`config.mk`:
```
export PLATFORM = sky130hd
export DESIGN_NAME = hazard_ctrl
export DESIGN_NICKNAME = d
export VERILOG_FILES = /design/src/rtl/hazard_ctrl_pkg.sv /design/src/rtl/hazard_ctrl_sat_counter.sv /design/src/rtl/hazard_ctrl.sv
export SDC_FILE = /design/constraint.sdc
export NUM_CORES = 1
export LEC_CHECK = 0
export ABC_AREA = 1
export BUFFER_PORTS_ARGS = -buffer_cell sky130_fd_sc_hd__buf_4
export CELL_PAD_IN_SITES_DETAIL_PLACEMENT = 1
export CELL_PAD_IN_SITES_GLOBAL_PLACEMENT = 1
export CORE_MARGIN = 4
export CORE_UTILIZATION = 41
export CTS_BUF_LIST = sky130_fd_sc_hd__clkbuf_2 sky130_fd_sc_hd__clkbuf_4 sky130_fd_sc_hd__clkbuf_8
export DETAILED_ROUTE_END_ITERATION = 7
export PLACE_DENSITY = 0.84
export SLEW_MARGIN = 20
export SYNTH_ARGS = -nofsm -noshare
export SYNTH_HDL_FRONTEND = slang
export SYNTH_HIERARCHICAL = 1
export SYNTH_SLANG_ARGS = --single-unit
```
`constraint.sdc`:
```
create_clock -name clk -period 3.9 [get_ports clk]
set_input_delay 0.195 -clock clk [delete_from_list [all_inputs] [get_ports clk]]
set_output_delay 0.195 -clock clk [all_outputs]
set_load 0.1 [all_outputs]
```
`src/rtl/hazard_ctrl_pkg.sv`:
```
// Shared core widths, opcode constants and the stage-control bundle
// used by the pipeline sequencing controller.
package hazard_ctrl_pkg;

  localparam int OpcodeSize  = 7;
  localparam int RegAddrSize = 5;

  localparam logic [OpcodeSize-1:0] OP_LOAD   = 7'b0000011;
  localparam logic [OpcodeSize-1:0] OP_BRANCH = 7'b1100011;
  localparam logic [OpcodeSize-1:0] OP_JAL    = 7'b1101111;
  localparam logic [OpcodeSize-1:0] OP_JALR   = 7'b1100111;

  typedef struct packed {
    logic pc_en;
    logic if_id_en;
    logic dec_alu_en;
    logic alu_mem_en;
    logic if_id_flush;
    logic dec_alu_flush;
  } stage_ctrl_t;

  function automatic logic load_use(
    input logic [OpcodeSize-1:0]  op_ex,
    input logic [RegAddrSize-1:0] rd_ex,
    input logic [RegAddrSize-1:0] rs1,
    input logic [RegAddrSize-1:0] rs2,
    input logic                   use1,
    input logic                   use2
  );
    logic hit1;
    logic hit2;
    hit1 = use1 && (rs1 == rd_ex);
    hit2 = use2 && (rs2 == rd_ex);
    return (op_ex == OP_LOAD) && (rd_ex != '0) && (hit1 || hit2);
  endfunction

endpackage

```
`src/rtl/hazard_ctrl_sat_counter.sv`:
```
// Saturating up-counter with synchronous clear; holds at all-ones.
module sat_counter #(
  parameter int WIDTH = 8
) (
  input  logic             clk,
  input  logic             reset,
  input  logic             clear,
  input  logic             inc,
  output logic [WIDTH-1:0] count
);

  logic [WIDTH-1:0] count_q;
  logic [WIDTH-1:0] count_d;

  always_comb begin
    count_d = count_q;
    if (clear) begin
      count_d = '0;
    end else if (inc && (count_q != '1)) begin
      count_d = count_q + WIDTH'(1);
    end
  end

  always_ff @(posedge clk) begin
    if (reset) begin
      count_q <= '0;
    end else begin
      count_q <= count_d;
    end
  end

  assign count = count_q;

endmodule

```
`src/rtl/hazard_ctrl.sv`:
```
// Pipeline sequencing controller: stage load enables, bubbles and
// flushes for load-use, taken branches and data-cache waits.
module hazard_ctrl
  import hazard_ctrl_pkg::*;
#(
  parameter int MEM_TIMEOUT = 255,
  parameter int CNT_W       = 16
) (
  input  logic                   clk,
  input  logic                   reset,
  input  logic [OpcodeSize-1:0]  opCodeEx,
  input  logic [RegAddrSize-1:0] exRd,
  input  logic [RegAddrSize-1:0] idRs1,
  input  logic [RegAddrSize-1:0] idRs2,
  input  logic                   idUsesRs1,
  input  logic                   idUsesRs2,
  input  logic                   branchTaken,
  input  logic                   memReq,
  input  logic                   memReady,
  output logic                   pcEnable,
  output logic                   ifIdEnable,
  output logic                   decAluEnable,
  output logic                   aluMemEnable,
  output logic                   ifIdFlush,
  output logic                   decAluFlush,
  output logic                   memTimeout,
  output logic [CNT_W-1:0]       stallCycles,
  output logic [CNT_W-1:0]       flushCount
);

  localparam int WAIT_W = $clog2(MEM_TIMEOUT + 1);
  localparam logic [WAIT_W-1:0] WAIT_LAST = WAIT_W'(MEM_TIMEOUT - 1);

  typedef enum logic {
    RUN,
    MEM_WAIT
  } state_e;

  state_e           state_q;
  state_e           state_d;
  logic             timeout_q;
  logic             timeout_d;
  logic [WAIT_W-1:0] wait_cnt;

  logic        mem_miss;
  logic        lu_hit;
  logic        waiting;
  logic        wait_inc;
  logic        wait_clr;
  logic        stall_inc;
  logic        flush_inc;
  stage_ctrl_t ctrl;

  assign mem_miss = memReq && !memReady;
  assign lu_hit   = load_use(opCodeEx, exRd, idRs1, idRs2,
                             idUsesRs1, idUsesRs2);
  assign waiting  = (state_q == RUN) ? mem_miss : !memReady;
  assign wait_inc = (state_q == MEM_WAIT) && !memReady;
  assign wait_clr = (state_q == MEM_WAIT) && memReady;

  always_ff @(posedge clk) begin
    if (reset) begin
      state_q   <= RUN;
      timeout_q <= 1'b0;
    end else begin
      state_q   <= state_d;
      timeout_q <= timeout_d;
    end
  end

  always_comb begin
    state_d   = state_q;
    timeout_d = timeout_q;
    unique case (state_q)
      RUN:      if (mem_miss) state_d = MEM_WAIT;
      MEM_WAIT: if (memReady) state_d = RUN;
      default:  state_d = RUN;
    endcase
    // sticky flag rises on the edge the counter reaches the limit
    if (wait_inc && (wait_cnt == WAIT_LAST)) begin
      timeout_d = 1'b1;
    end
  end

  always_comb begin
    ctrl      = '{1'b1, 1'b1, 1'b1, 1'b1, 1'b0, 1'b0};
    stall_inc = 1'b0;
    flush_inc = 1'b0;
    if (reset) begin
      ctrl = '{1'b1, 1'b1, 1'b1, 1'b1, 1'b1, 1'b1};
    end else if (waiting) begin
      ctrl      = '0;
      stall_inc = 1'b1;
    end else if (branchTaken) begin
      ctrl      = '{1'b1, 1'b1, 1'b1, 1'b1, 1'b1, 1'b1};
      flush_inc = 1'b1;
    end else if (lu_hit) begin
      ctrl      = '{1'b0, 1'b0, 1'b1, 1'b1, 1'b0, 1'b1};
      stall_inc = 1'b1;
    end
  end

  assign pcEnable     = ctrl.pc_en;
  assign ifIdEnable   = ctrl.if_id_en;
  assign decAluEnable = ctrl.dec_alu_en;
  assign aluMemEnable = ctrl.alu_mem_en;
  assign ifIdFlush    = ctrl.if_id_flush;
  assign decAluFlush  = ctrl.dec_alu_flush;
  assign memTimeout   = timeout_q;

  sat_counter #(.WIDTH(CNT_W)) u_stall_cnt (
    .clk   (clk),
    .reset (reset),
    .clear (1'b0),
    .inc   (stall_inc),
    .count (stallCycles)
  );

  sat_counter #(.WIDTH(CNT_W)) u_flush_cnt (
    .clk   (clk),
    .reset (reset),
    .clear (1'b0),
    .inc   (flush_inc),
    .count (flushCount)
  );

  sat_counter #(.WIDTH(WAIT_W)) u_wait_cnt (
    .clk   (clk),
    .reset (reset),
    .clear (wait_clr),
    .inc   (wait_inc),
    .count (wait_cnt)
  );

endmodule

```
==> results of run 1 <==
## per-layer routing
| layer | GRT usage | vias up | share of wire |
|---|---|---|---|
| li1 | - | 1589 | - |
| met1 | 0.242 | 1428 | 0.44 |
| met2 | 0.372 | 45 | 0.51 |
| met3 | 0.0279 | 8 | 0.034 |
| met4 | 0.0458 | 0 | 0.011 |
| met5 | 0 | - | 0 |
## state kept, by name, indices dropped and copies added (netlist names)
name	cells
u_stall_cnt/count	16
u_flush_cnt/count	16
memTimeout	1
u_wait_cnt/count	8
state_q	1
## worst paths after layout
path / slack, ns / startpoint / to / depth (start not counted)
setup reg to reg: 1.91 / state_q$_SDFF_PP0_ / u_flush_cnt/count[14]$_SDFFE_PP0P_ / 10
setup / recovery: 1.91 / state_q$_SDFF_PP0_ / u_flush_cnt/count[14]$_SDFFE_PP0P_ / 10
hold reg to reg: 0.45 / memTimeout$_SDFFE_PP0P_ / memTimeout$_SDFFE_PP0P_ / 2
hold / removal: 0.12 / reset / memTimeout$_SDFFE_PP0P_ / 2
## final cells by class
| class | instances | area (µm²) |
|---|---|---|
| inverter | 61 | 229 |
| fill | 964 | 3240 |
| clock buffer | 5 | 68.8 |
| multi-input combinational | 364 | 1760 |
| clock inverter | 3 | 68.8 |
| sequential | 42 | 841 |
| timing repair buffer | 67 | 503 |
| tap | 96 | 120 |
## logic make-up after synthesis
family                   synth area share
AND/OR/NAND/NOR                     0.537
adder cells (fa/ha/maj)            0.0130
flip-flops                          0.292
AO/OA/AOI/OAI                      0.0560
buffers and inverters               0.102
other                             0.00130
## placed cells by master (no fill, tap or decap), drive strengths merged
master,instances
conb,2
nand2,147
o21ai,7
a21oi,23
nand3,40
nand4,7
nor3b,1
ha,3
and2,2
and3,2
dfxtp,42
inv,61
nor3,2
buf,67
clkbuf,5
bufinv,2
nor2,125
nand3b,3
clkinv,1
## where the power goes
part	leakage, nW	internal, mW	switching [mW]	total, mW
Combinational	1.25	0.0416	0.0787	0.120
Sequential	0.339	0.432	0.00390	0.435
Clock	0.0683	0.257	0.169	0.426
Total	1.65	0.730	0.252	0.982
## through the flow
step	instance area (µm²)	total power, mW	instances	hold WS [ns]	worst slack, ns
after floorplan	2890	0.525	474	0.264	1.72
after global placement	3450	0.563	630	0.426	1.95
after detailed placement	3450	0.567	630	0.430	1.83
after CTS	3580	0.997	638	0.106	1.87
after global routing	3590	1.03	638	0.129	1.64
final	3590	0.982	638	0.119	1.91
==> metrics list, run 1 <==
* Outcome: finished clean
* Setup repair after global routing missed its margin: false
* Share of final-layout standard cells stronger than drive strength 1: 0.232
- Die Ht: 91.9 µm
- Row count: 30
- After detailed routing, the number of remaining DRC violations is 0.
- Relative to the synthesized area, the layout overhead comes to 24.5%.
- Grouping stages by cell kind, the critical path spends the most delay in simple AND/OR/NAND/NOR gates.
- Data arrives at the worst endpoint at 2.19 ns.
- STA classifies the critical path startpoint as a flip-flop.
* Core area: 6830 µm²
- Maximum cell stage delay along the critical path: 0.34 ns
- Vias post-DR: 3070
* Top post-synthesis cells by area: dfxtp_1 (29%), nand2_1 (18%), nor2_1 (13%)
* Fin Clk Skew: 0.0120 ns
- First-pass detailed-route iteration total: 4
- The share of synthesized area in the top cell type comes to 0.292.
- Dividing total power by cell area gives a power density of 273 nW/µm².
- Wires add up to 7920 µm.
- Max-cap violations in this run came to 0.
- Min Clock Period, post-route: 1.99 ns
- At the pin with the least slew margin, the transition time is 0.825 ns.
- Number of clock buffers inserted by TritonCTS: 5
- Syn. warnings: 6
- The die covers 8440 µm².
* Inserted Diodes: 0
- For this configuration, the core starts out at a cell density of 0.422.
* Global-route wire length before repair: 14300 µm
- Capturing element type of the critical path: flip-flop
- For this block, the initial DRC count from the detailed router was 83.
- Final-stage net count: 573
- The number of antenna violations at the first check in global routing came to 0.
- The root buffer cell chosen for the clock tree is clkbuf_8.
* Pin count of the biggest net entering global routing: 17
* Clock tree from TritonCTS: built
- Of the available clock period, the critical path in the final layout requires 0.510.
- Number of H-tree levels: 2
- 68 I/O pins were placed.
* Final count of negative-setup-slack endpoints: 0
* Proportion of synthesized chip area in sequential cells: 0.292
- The worst-case IR drop observed on VDD is 0.208 mV.
* Leakage power figure: 1.65 nW
* Distinct cells, synth: 28
* Final ANT Viol Nets: 0
- Post-synthesis register bit count: 42
* Worst setup path class: flip-flop to flip-flop
- Most instantiated library cell after synthesis: nand2_1
- Count of flip-flops with a built-in enable after synthesis: 0
* Number of hold buffers added after CTS: 0
- In the global route stage, overall resource usage came out at 0.200.
- The biggest area contributor in the post-synthesis netlist is dfxtp_1.
- Cell area after synthesis: 2880 µm²
- Half-perimeter wire length of the detailed placement result: 6370 µm
- Post-CTS timing repair inserted 0 buffers for setup.
- Number of cells produced by synthesis: 473
- Worst Path Required: 4.10 ns
- Die X-Extent: 91.9 µm
* Worst path cell trace: o21ai_2, nand2_1, nor2_1, inv_2, nor2_1, nand2_1, nor2_1, nand3_1, nand2_1, nor2_1
* Mean instance size in the synthesized netlist: 6.10 µm²
- In this run the deepest clock path goes through 2 buffers.
- Setup TNS Final: 0 ns
- The number of global-route vias before repair is 3163.
- Top FF cell, synth: dfxtp_1
- Port buffering added 67 buffers.
* Maximum net fanout on the critical path: 6
- In the routed layout, each cell is associated on average with a via count of 4.81.
* Routability Congestion: 0.773
* Fmax: 0.503 GHz
- The clock reaches the later pin of the worst-skew pair after 0.30 ns.
* Crit-path slowest cell: dfxtp_1
- Final-report hold violation count: 0
* Dominant cell type by count on the critical path: nor2_1
- Gates resized, CTS repair: 0
* Number of buffers and inverters on the critical path: 1
- Post-detailed-route wirelength per cell: 12.4 µm
- Measured on the finished design, the core utilization comes to 0.525.
- Headroom to the max-slew limit: 0.448
- Synth top cells by count: nand2_1 (138), nor2_1 (103), inv_1 (53)
- Max-slew violation total from the final report: 0
- The tree built by TritonCTS fans out to 42 sinks.
- FFs w/ async S/R, synth: 0
- Hold WC Path Type: input pin to flip-flop
* Clock transition time at the flip-flop clock pins of the worst setup and hold paths: 0.09 ns
- The total overflow left after global routing is 0.
(Power assumes the default switching activity.)
==> run 2: changes to the inputs <==
CORE_UTILIZATION = 38   (was 41)
PLACE_DENSITY = 0.78   (was 0.84)
clock period = 1.88 ns   (was 3.9 ns; I/O delays follow)
==> run 2 against run 1 <==
Cell area grew 2.7%. Highest routed layer unchanged. Largest power group unchanged. Setup slack lost 1.7 ns. Clock power is 80% higher. Die area rose by 7.2%. Total power up 97%. Critical endpoint is now u_stall_cnt/count[10]$_SDFFE_PP0P_. First-iteration DRC count down 41%.
==> metrics list, run 2 (same netlist as run 1, synthesis figures left out) <==
- In this run the worst hold path is classified as input pin to flip-flop.
- Clock transition time at the flip-flop clock pins of the worst setup and hold paths: 0.10 ns (about the same)
- The detailed-routing iteration count for the pre-antenna-repair pass is 4 (unchanged).
- On the critical path, the stage with the largest delay is an instance of dfxtp_2.
- The share of post-route cells with drive strength above 1 is 0.307 (+0.0747).
- The clock latency on the worst-skew pair was 0.30 ns (about the same).
- Critical Path Source Type: flip-flop
* Outcome: finished clean
- Core area: 7330 µm² (+7.3%)
- Post-route non-filler standard cell count: 646 (+1.3%)
* Max Buffers Root-to-Sink: 2 (unchanged)
- The post-route clock period utilization came to 0.914 (+0.404).
- The peak clock frequency supported by timing was 0.582 GHz (+16%).
- The layout net count came to 578 (+0.87%).
* Placed cell count: 637 (+1.1%)
* Headroom to the max-slew limit: 0.627 (+0.179)
- The via density per instance came to 4.83 (+0.27%).
* Number of clock buffers inserted by TritonCTS: 5 (unchanged)
* Capturing element type of the critical path: flip-flop
* Max-slew violation total from the final report: 0 (unchanged)
* Maximum net fanout on the critical path: 6 (unchanged)
- The final number of hold-violating endpoints is 0 (unchanged).
* # clock sinks: 42 (unchanged)
- In this design, the critical path's most frequently occurring cell is a21oi_4.
- The count of boundary I/O pins came to 68 (unchanged).
- Arrival time worst endpoint: 1.96 ns (-0.23 ns)
- Inserted Diodes: 0 (unchanged)
* Final wirelength: 8170 µm (+3.2%)
* Leakage power figure: 1.69 nW (+2.0%)
- The remaining antenna violation count came to 0 (unchanged).
- Min Clock Period, post-route: 1.72 ns (-0.271 ns)
- Number of buffers and inverters on the critical path: 3 (+2)
- The root buffer cell chosen for the clock tree is clkbuf_8.
- Number of H-tree levels: 2 (unchanged)
* Number of design-rule violations left by the first detailed-router iteration: 49 (-41%)
- The peak supply drop is 0.358 mV (+73%).
- Number of buffer cells added on primary ports: 67 (unchanged)
* Vias in the first global route: 3129 (-1.1%)
- Maxcap violations: 0 (unchanged)
- The post-route core utilization came to 0.503 (-0.0225).
- Worst Tran Pin Value: 0.558 ns (-0.267 ns)
* Power density over cell area: 524 nW/µm² (+92%)
* Post-detailed-route wirelength per cell: 12.7 µm (+1.9%)
- Die Ht: 95.1 µm (+3.5%)
- Final count of negative-setup-slack endpoints: 0 (unchanged)
- The global-route wire length before repair was 13900 µm (-2.6%).
- The DRC violation count after routing came to 0 (unchanged).
- Relative to the synthesized area, the layout overhead comes to 27.9%.
- Fin Clk Skew: 0.0133 ns (+0.00133 ns)
* Global Route Usage Sum: 0.190 (-0.0102)
* Worst setup path class: flip-flop to flip-flop
* Vias post-DR: 3117 (+1.5%)
- Register Area: 882 µm² (+4.9%)
- The row count is 31 (+3.3%).
- Clock tree from TritonCTS: built
* Fillers: 1017 (+5.5%)
* Most common library cell in the layout ignoring fill and taps: nand2_1
- Sum of internal, switching and leakage power: 1.93 mW (+97%)
- Family with the most delay on the worst path: simple AND/OR/NAND/NOR gates
- The half-perimeter wire length after placement is 6550 µm (+2.8%).
- Worst Path Required: 2.12 ns (-1.98 ns)
- Worst path cell trace: o21ai_4, a21oi_4, clkinvlp_4, a21oi_4, inv_2, nor2_4, and2_2, nand3_1, nand2_1, inv_1, nor2_1
- Setup repair after global routing missed its margin: false
- Die X-Extent: 95.1 µm (+3.5%)
* Total grt overflow: 0 (unchanged)
- Leading cell types in the layout, fill and taps excluded: nand2_1 (137), nor2_1 (99), buf_4 (72), inv_1 (52), nand3_1 (39)
- Routability Congestion: 0.827 (+7.0%)
- Multi-input gate area in the final layout: 1790 µm² (+2.0%)
- The initial cell density of the core is 0.393 (-0.0287).
- Number of hold buffers added after CTS: 0 (unchanged)
- Maximum cell stage delay along the critical path: 0.37 ns (+0.03 ns)
- The number of antenna violations at the first check in global routing came to 0 (unchanged).
- The area of the die came to 9050 µm² (+7.2%).
- Pin count of the biggest net entering global routing: 17 (unchanged)
run 2: changes by cell type in the layout (fill, tap and decap cells not counted), sizes merged:
cell	before	now
clkinv	1	0
clkbuf	5	6
clkinvlp	0	2
bufinv	2	1
inv	61	60
buf	67	72
run 2: stage by stage:
step	setup TNS, ns	setup slack [ns]	hold WS (ns)	cell area (µm²)
6_report	0	0.162	0.00839	3690
4_1_cts	0	0.123	0.00919	3670
5_1_grt	0	0.0197	0.00379	3690
3_3_place_gp	0	0.216	0.332	3560
3_5_place_dp	0	0.141	0.338	3560
2_1_floorplan	-1.74	-0.203	0.163	2970
run 2: worst paths after layout:
check	startpoint	end	slack, ns	cells past startpoint
worst min-delay path	reset	memTimeout$_SDFFE_PP0P_	0.008	2
worst min register to register	memTimeout$_SDFFE_PP0P_	memTimeout$_SDFFE_PP0P_	0.45	2
worst max register to register	state_q$_SDFF_PP0_	u_stall_cnt/count[10]$_SDFFE_PP0P_	0.16	11
worst max-delay path	state_q$_SDFF_PP0_	u_stall_cnt/count[10]$_SDFFE_PP0P_	0.16	11
run 2: area by class of cell:
class,instances,share of cell area
Clock buffer,6,0.0207
Clock inverter,2,0.0102
Inverter,61,0.0631
Multi-Input combinational cell,364,0.487
Sequential cell,42,0.239
Tap cell,99,0.0336
Timing Repair Buffer,72,0.147
run 2: metal layers:
metal / vias to the layer above / global-route usage / wire [µm]
met3: 7 / 0.0292 / 259
met4: 0 / 0.0505 / 92
met5: - / 0 / 0
li1: 1597 / - / -
met2: 42 / 0.355 / 4170
met1: 1471 / 0.223 / 3650
run 2: power breakdown:
| group | leakage, nW | switching [mW] | total, mW | internal, mW |
|---|---|---|---|---|
| registers | 0.356 | 0.00829 | 0.903 | 0.895 |
| logic | 1.28 | 0.169 | 0.264 | 0.0950 |
| clock network | 0.0548 | 0.354 | 0.765 | 0.412 |
run 2: what timing repair did:
item	CTS	global route
hold endpoints to repair	0	0
setup endpoints to repair	0	6
gates resized for setup	0	2
setup buffers	0	1
